==> src/rtl/display_pkg.sv <==
// Shared definitions for the display scheduler.
//
// Contents:
//   state_e     - scheduler FSM states (IDLE, SHOW0, SHOW1)
//   SEG_BLANK   - all segments off (active-low)
//   SEG_0..9    - active-low 7-segment codes, segment order a..g, MSB = a
//   DISP_BLANK  - both digits blank
//   digit_code  - maps a decimal digit 0..9 to its segment code
package display_pkg;

  typedef enum logic [1:0] {
    IDLE  = 2'd0,
    SHOW0 = 2'd1,
    SHOW1 = 2'd2
  } state_e;

  localparam logic [6:0] SEG_BLANK = 7'b1111111;
  localparam logic [6:0] SEG_0     = 7'b0000001;
  localparam logic [6:0] SEG_1     = 7'b1001111;
  localparam logic [6:0] SEG_2     = 7'b0010010;
  localparam logic [6:0] SEG_3     = 7'b0000110;
  localparam logic [6:0] SEG_4     = 7'b1001100;
  localparam logic [6:0] SEG_5     = 7'b0100100;
  localparam logic [6:0] SEG_6     = 7'b0100000;
  localparam logic [6:0] SEG_7     = 7'b0001111;
  localparam logic [6:0] SEG_8     = 7'b0000000;
  localparam logic [6:0] SEG_9     = 7'b0000100;

  localparam logic [13:0] DISP_BLANK = 14'h3FFF;

  // Digits above 9 never occur; they fall back to blank.
  function automatic logic [6:0] digit_code(input logic [3:0] d);
    logic [6:0] code;
    case (d)
      4'd0:    code = SEG_0;
      4'd1:    code = SEG_1;
      4'd2:    code = SEG_2;
      4'd3:    code = SEG_3;
      4'd4:    code = SEG_4;
      4'd5:    code = SEG_5;
      4'd6:    code = SEG_6;
      4'd7:    code = SEG_7;
      4'd8:    code = SEG_8;
      4'd9:    code = SEG_9;
      default: code = SEG_BLANK;
    endcase
    return code;
  endfunction

endpackage

==> src/rtl/seg2_encoder.sv <==
// Combinational two-digit decimal encoder for a 4-bit value.
//
// Ports:
//   value    in  [3:0]  unsigned 0..15
//   displays out [13:0] [13:7] tens digit, [6:0] units digit, active-low
//
// Build option: DISP_LEADING_ZERO_BLANK_EN blanks the tens digit for
// values 0..9; otherwise the tens digit shows 0.
module seg2_encoder
  import display_pkg::*;
(
  input  logic [3:0]  value,
  output logic [13:0] displays
);

  logic       ge_ten;
  logic [3:0] units;
  logic [6:0] tens_seg;

  // Range is 0..15, so the tens digit is either 0 or 1.
  assign ge_ten = (value >= 4'd10);
  assign units  = ge_ten ? (value - 4'd10) : value;

`ifdef DISP_LEADING_ZERO_BLANK_EN
  assign tens_seg = ge_ten ? SEG_1 : SEG_BLANK;
`else
  assign tens_seg = ge_ten ? SEG_1 : SEG_0;
`endif

  assign displays = {tens_seg, digit_code(units)};

endmodule

==> src/rtl/display_scheduler.sv <==
// Two-requester display arbiter with minimum hold time.
//
// Parameters:
//   HOLD_CYCLES  minimum cycles a granted requester keeps the display (2..2^24)
// Ports:
//   clk       in        rising-edge clock
//   rst_n     in        asynchronous active-low reset
//   req       in  [1:0] per-requester request, bit k = requester k
//   val0      in  [3:0] requester 0 value
//   val1      in  [3:0] requester 1 value
//   gnt       out [1:0] one-hot registered grant, 00 when idle
//   displays  out [13:0] registered active-low 7-seg digits (tens, units)
//
// Handshake: req is a level; gnt follows one cycle after req is sampled.
// displays shows the value of the requester granted in the previous cycle,
// so it lags gnt by one cycle and follows live value changes.
//
// Build option: DISP_LEADING_ZERO_BLANK_EN (see seg2_encoder).
module display_scheduler
  import display_pkg::*;
#(
  parameter int HOLD_CYCLES = 8
) (
  input  logic        clk,
  input  logic        rst_n,
  input  logic [1:0]  req,
  input  logic [3:0]  val0,
  input  logic [3:0]  val1,
  output logic [1:0]  gnt,
  output logic [13:0] displays
);

  localparam logic [23:0] HOLD_MAX = 24'(HOLD_CYCLES - 1);

  state_e      state_q, state_d;
  logic [23:0] cnt_q, cnt_d;
  logic        last_q, last_d;
  logic [1:0]  gnt_q, gnt_d;
  logic [13:0] disp_q, disp_d;

  logic        own_req, oth_req;
  state_e      own_st, oth_st;
  logic [3:0]  enc_value;
  logic [13:0] enc_disp;

  // View the current SHOW state as "own" requester vs "other" requester.
  assign own_req = (state_q == SHOW1) ? req[1] : req[0];
  assign oth_req = (state_q == SHOW1) ? req[0] : req[1];
  assign own_st  = (state_q == SHOW1) ? SHOW1 : SHOW0;
  assign oth_st  = (state_q == SHOW1) ? SHOW0 : SHOW1;

  always_comb begin
    state_d = state_q;
    cnt_d   = cnt_q;
    last_d  = last_q;

    case (state_q)
      IDLE: begin
        case (req)
          2'b01:   state_d = SHOW0;
          2'b10:   state_d = SHOW1;
          2'b11:   state_d = last_q ? SHOW0 : SHOW1;
          default: state_d = IDLE;
        endcase
      end
      SHOW0, SHOW1: begin
        if (cnt_q < HOLD_MAX) begin
          // Still inside the hold window: the owner keeps it while requesting.
          if (own_req)      state_d = own_st;
          else if (oth_req) state_d = oth_st;
          else              state_d = IDLE;
        end else begin
          // Hold satisfied: a waiting requester takes over.
          if (oth_req)      state_d = oth_st;
          else if (own_req) state_d = own_st;
          else              state_d = IDLE;
        end
      end
      default: state_d = IDLE;
    endcase

    if (state_d == IDLE) begin
      cnt_d = '0;
    end else if (state_d != state_q) begin
      cnt_d  = '0;
      last_d = (state_d == SHOW1);
    end else if (cnt_q != HOLD_MAX) begin
      cnt_d = cnt_q + 24'd1;
    end
  end

  always_comb begin
    case (state_d)
      SHOW0:   gnt_d = 2'b01;
      SHOW1:   gnt_d = 2'b10;
      default: gnt_d = 2'b00;
    endcase
  end

  // The display reflects the requester owning the display this cycle.
  assign enc_value = (state_q == SHOW1) ? val1 : val0;

  seg2_encoder u_enc (
    .value    (enc_value),
    .displays (enc_disp)
  );

  assign disp_d = (state_q == IDLE) ? DISP_BLANK : enc_disp;

  always_ff @(posedge clk or negedge rst_n) begin
    if (!rst_n) begin
      state_q <= IDLE;
      cnt_q   <= '0;
      last_q  <= 1'b1;
      gnt_q   <= 2'b00;
      disp_q  <= DISP_BLANK;
    end else begin
      state_q <= state_d;
      cnt_q   <= cnt_d;
      last_q  <= last_d;
      gnt_q   <= gnt_d;
      disp_q  <= disp_d;
    end
  end

  assign gnt      = gnt_q;
  assign displays = disp_q;

endmodule

==> config.mk <==
export PLATFORM = sky130hd
export DESIGN_NAME = display_scheduler
export DESIGN_NICKNAME = d
export VERILOG_FILES = /design/src/rtl/display_pkg.sv /design/src/rtl/seg2_encoder.sv /design/src/rtl/display_scheduler.sv
export SDC_FILE = /design/constraint.sdc
export NUM_CORES = 1
export LEC_CHECK = 0
export ABC_AREA = 1
export CORE_ASPECT_RATIO = 1.4
export CORE_MARGIN = 3
export CORE_UTILIZATION = 40
export CTS_CLUSTER_DIAMETER = 40
export CTS_CLUSTER_SIZE = 30
export DETAILED_ROUTE_END_ITERATION = 8
export GPL_TIMING_DRIVEN = 0
export SYNTH_ARGS = -nofsm -noshare
export SYNTH_HDL_FRONTEND = slang
export SYNTH_SLANG_ARGS = --single-unit
==> constraint.sdc <==
create_clock -name clk -period 5.1 [get_ports clk]
set_input_delay 1.02 -clock clk [delete_from_list [all_inputs] [get_ports clk]]
set_output_delay 1.02 -clock clk [all_outputs]
set_load 0.02 [all_outputs]
Word level (Yosys, flattened, before mapping)
Memories as Yosys holds them, arrays and structs flattened.
Index checks and enable logic that the tools add are counted.
W data, S select, Z words.

word-level totals
  memory bits (read-only) = 112
  word-level logic and storage cells = 45
  output and inout port bits = 16
  bits of input ports = 12
  memories = 1
  register bits = 43

memories
  name             words  bits a word  read ports  clocked after Yosys merged registers in  wr ports  line               RTL
  (no name shown)  16     7            1           0                                        0         display_pkg.sv:34  case (d)

cells by class
  bitwise operators = 1
  equality and inequality tests = 9
  $add $sub $neg = 2
  reduce and logical (&&, ||, !) cells = 5
  order comparisons = 2
  muxes and demuxes = 20

operators with widths
  kind                     count
  $mux W24                 3
  $add A24 B1 Y24 const B  1
  $lt A24 B3 Y1 const B    1
  $ne A24 B3 Y1 const B    1
  $mux W2                  8
  $mux W14                 1
  $eq A2 B2 Y1 const B     4
  $mux W4                  2
  $pmux W2 S2              2
  $mux W7                  1
  $eq A2 B1 Y1 const B     3
  $pmux W2 S3              1
  $ge A4 B4 Y1 const B     1
  $logic_not A2 Y1         2
  $sub A4 B4 Y4 const B    1
  $reduce_bool A3 Y1       1
  $mux W1                  2
  $ne A2 B2 Y1             1
  $reduce_and A2 Y1        1
  $reduce_or A2 Y1         1
  $not A1 Y1               1

Longest topological paths before layout
  depth after elaboration = 9
  mapped depth = 16
  mapped depth without buffers = 16

By module
Synthesis repeated with hierarchy kept, for this count alone.

second synthesis, totals
  cells, all modules = 308
  area total of the unflattened synthesis = 2578.7 µm²

by module, submodules not included
  module             area an instance (µm²)  seq. area each (µm²)  cells an instance  instances
  display_scheduler  2274.7                  1094.8                257                1
  seg2_encoder       304.0                   0.0                   51                 1

Worst setup path before layout
OpenSTA, ideal clock, no wires.

  path type = input to register
  start = input val1[3]
  end = register disp_q[6] (netlist: displays[6])
  required time = 5.018 ns
  setup time = 0.082 ns
  stages on the path = 9
  data arrival time = 2.308 ns
  path slack = 2.710 ns
  path through = or2_1 > o21ai_2 > inv_1 > o21ai_1 > inv_1 > ha_1 > or2_2 > o211ai_1 > nand2_1

on the way
  cells in the longest elaborated chain, start to end = 5

RTL lines
  what                                                  line                                    RTL
  from (decl)                                           display_scheduler.sv:28                 input logic [3:0] val1,
  $mux W4 (*)                                           display_scheduler.sv:101                assign enc_value = (state_q == SHOW1) ? val1 : val0;
  $sub A4 B4 Y4 / $ge A4 B4 Y1 (equally long branches)  seg2_encoder.sv:22, seg2_encoder.sv:21
  $mux W4 (*)                                           seg2_encoder.sv:22                      assign units = ge_ten ? (value - 4'd10) : value;
  $mem_v2 Z16 W7 (*)                                    --
  $mux W14 (*)                                          display_scheduler.sv:108                assign disp_d = (state_q == IDLE) ? DISP_BLANK : enc_disp;
  net disp_d[6]                                         display_scheduler.sv:39                 logic [13:0] disp_q, disp_d;
  to (signal assigned)                                  display_scheduler.sv:122                disp_q <= disp_d;
  to (decl)                                             display_scheduler.sv:39

Mark *: on every way through the listed nets, which the timed path passes. The rest lies on a longest branch.
A chain may end at the register's enable or synchronous reset.

Worst setup path after layout
Same ends and word-level chain as after synthesis.

==> metrics.yaml <==
status: "completed"
hold_path_class: "flip-flop to flip-flop"
diodes: 0
grtUsageTotal: 0.1467
grt-ovfl-total: 0
ff_latch_area_um2: 963.4
slew_headroom: 0.4467
synth_area_leaders: "dfrtp_1, dfstp_2, nand2_1"
io_pins: 28
syn_nets: 296
clock_sinks: 38
syn2layout_area_growth_pct: 19.29
fin_tns_setup_ns: 0
die_w_um: 69.58
placed_cell_area_um2: 2601
die_h_um: 95.01
async_flop_share: 1.000
cts_tree: "yes"
stdcell_count: 374
insertion_delay_ns: 0.30
cts.clk_slew.worst_paths_ns: 0.08
firstDrtPassIters: 4
setup_violations: 0
crit_top_cell: "inv_1"
p_leak_nw: 1.238
fill_cells: 528
finClkSkew_ns: 0.005568
synth-seq-cells: 38
worst-setup-path-type: "input pin to flip-flop"
grt_pass1_vias: 1781
cpLargestDelayFamily: "buffers and inverters"
critPathArrivalTime_ns: 2.83
clockRootBuffer: "clkbuf_8"
grt_max_degree: 39
hold_viol_final: 0
start_util: 0.4259
synthFlopType: "dfrtp_1"
slowest_delay_ns: 0.39
crit_slowest_cell: "clkdlybuf4s50_1"
post_cts_buffers: 0
syn_area_um2: 2263
rr_startpoint: "state_q[0]"
nets: 329
yosys.area.top_type: "dfrtp_1"
syn-instance-count: 274
drv_slew: 0
maxCapViolations: 0
drive_gt1_frac: 0.1688
worstMarginPinSlew_ns: 0.8299
cts_hold_buf: 0
timing.final.crit_share: 0.5111
num_vias: 1791
numCtsBuffers: 5
drc_errors: 0
yosysSeqAreaShare: 0.4256
dp_hpwl_mm: 3.270
h-tree-depth: 2
cts.path.max_buffers: 2
cp-startpoint: "val1[3]"
fp-row-count: 31
fmax_mhz: 383.6
grt_pass1_wl_mm: 7.693
required_ns: 5.33
numPortBuffers: 26
antenna_found_initial: 0
multi_input_area_um2: 1120
preCtsSetupSlack_ns: 2.142
wire_per_inst_um: 11.17
end_kind: "flip-flop"
peakVddDrop_mv: 0.2520
drtAntennaViolNets: 0
yosysUniqueCellTypes: 31
synth_edf_count: 0
p_total_mw: 1.228
syn_area_per_cell_um2: 8.261
cts-resized-gates: 0
setup_ws_ns: 2.493
coreArea_um2: 5314
final_area_um2: 2700
power_density_nw_per_um2: 454.7
hp-start: "last_q"
rsz0062_at_grt: "false"
path_cells: "clkdlybuf4s50_1, or2_1, o21ai_2, inv_1, o21ai_1, inv_1, ha_1, or2_2, o211ai_1, nand2_1"
viasPerCell: 4.789
wl_mm: 4.178
drt_iter0_markers: 54
gp_congestion: 0.7953
ys.warnings.count: 0
start_kind: "input pin"
holdWs_ns: 0.4783
cp_num_buf_inv: 3
synth_top_area_frac: 0.3096
die-area_um2: 6610
crit_path_max_fanout: 5
fin_util: 0.5081
min_period_ns: 2.607
dp_cells: 366
## area by class of cell
type | instances | share of cell area
multi-input combinational | 198 | 0.4147
clock buffer | 6 | 0.03058
tap | 66 | 0.03058
sequential | 38 | 0.3568
buffer | 8 | 0.02502
inverter | 30 | 0.04171
clock inverter | 2 | 0.006024
timing repair buffer | 26 | 0.09453
## path summary, 6_finish.rpt
check,slack (ns),end,cells past startpoint
setup / recovery,2.49,displays[6],10
hold / removal,0.48,last_q,2
setup reg to reg,2.73,displays[6],13
hold reg to reg,0.48,last_q,2
max in group asynchronous,3.76,cnt_q[5],1
min in group asynchronous,0.80,cnt_q[6],1
## worst register-to-register path: cells and delay by family (launching register included)
family	cells	cell delay, ns
buf+inv	5	0.57
flops	1	0.40
fa+ha+maj	2	0.35
compound gates	3	0.39
simple gates	3	0.58
## cells in the final DEF (no fill, tap or decap), types with 2 or more instances in the layout
cell	synthesis	routed
nand2_1	52	52
nor2_1	46	46
dfrtp_1	28	28
inv_1	25	25
clkdlybuf4s50_1	0	25
nand3_1	16	16
xor2_1	12	12
ha_1	10	10
dfstp_2	10	10
o21ai_0	8	8
xnor2_1	8	8
nand4_1	7	7
buf_4	6	6
clkbuf_8	0	6
inv_2	5	5
nor2_2	5	5
nand2_2	5	5
or2_2	4	4
o21ai_1	3	3
a21oi_1	3	3
nor4_1	3	3
or2_1	2	2
mux2i_1	2	2
o211ai_1	2	2
a21oi_2	2	2
buf_6	2	2
nor3_1	2	2
## sequential cells by signal (all words and copies together), names as in the netlist
name and cells:
state_q 2, last_q 1, cnt_q 24, displays 9
gnt 2
## synthesized netlist by cell type, types with 2 or more instances
| cell type | number |
|---|---|
| inv_1 | 25 |
| nand4_1 | 7 |
| xor2_1 | 12 |
| a21oi_1 | 3 |
| nor2_1 | 46 |
| dfrtp_1 | 28 |
| nor4_1 | 3 |
| nor2_2 | 5 |
| ha_1 | 10 |
| nand2_2 | 5 |
| buf_4 | 6 |
| or2_2 | 4 |
| nand2_1 | 52 |
| mux2i_1 | 2 |
| nand3_1 | 16 |
| or2_1 | 2 |
| inv_2 | 5 |
| a21oi_2 | 2 |
| xnor2_1 | 8 |
| o21ai_1 | 3 |
| nor3_1 | 2 |
| buf_6 | 2 |
| dfstp_2 | 10 |
| o21ai_0 | 8 |
| o211ai_1 | 2 |
## logic make-up after synthesis
group / share of synthesized area
adders and majority gates: 0.05528
DFF: 0.4256
xor gates and xnor gates: 0.07739
buffers and inverters: 0.07960
other: 0.001657
muxes: 0.01879
AOI/OAI and AO/OA: 0.05251
and+or+nand+nor: 0.2891
## where the power goes
part | switching, mW | total (mW) | internal [mW]
logic | 0.347 | 0.600 | 0.253
clock network | 0.114 | 0.225 | 0.111
registers | 0.0246 | 0.403 | 0.378
total | 0.485 | 1.23 | 0.743
## per-layer routing
| layer | track usage | wire length (um) | vias up |
|---|---|---|---|
| li1 | - | - | 921 |
| met1 | 0.1642 | 1768 | 839 |
| met2 | 0.2643 | 2189 | 24 |
| met3 | 0.03621 | 140 | 7 |
| met4 | 0.06189 | 79 | 0 |
| met5 | 0 | 0 | - |
(Power assumes the default switching activity.)
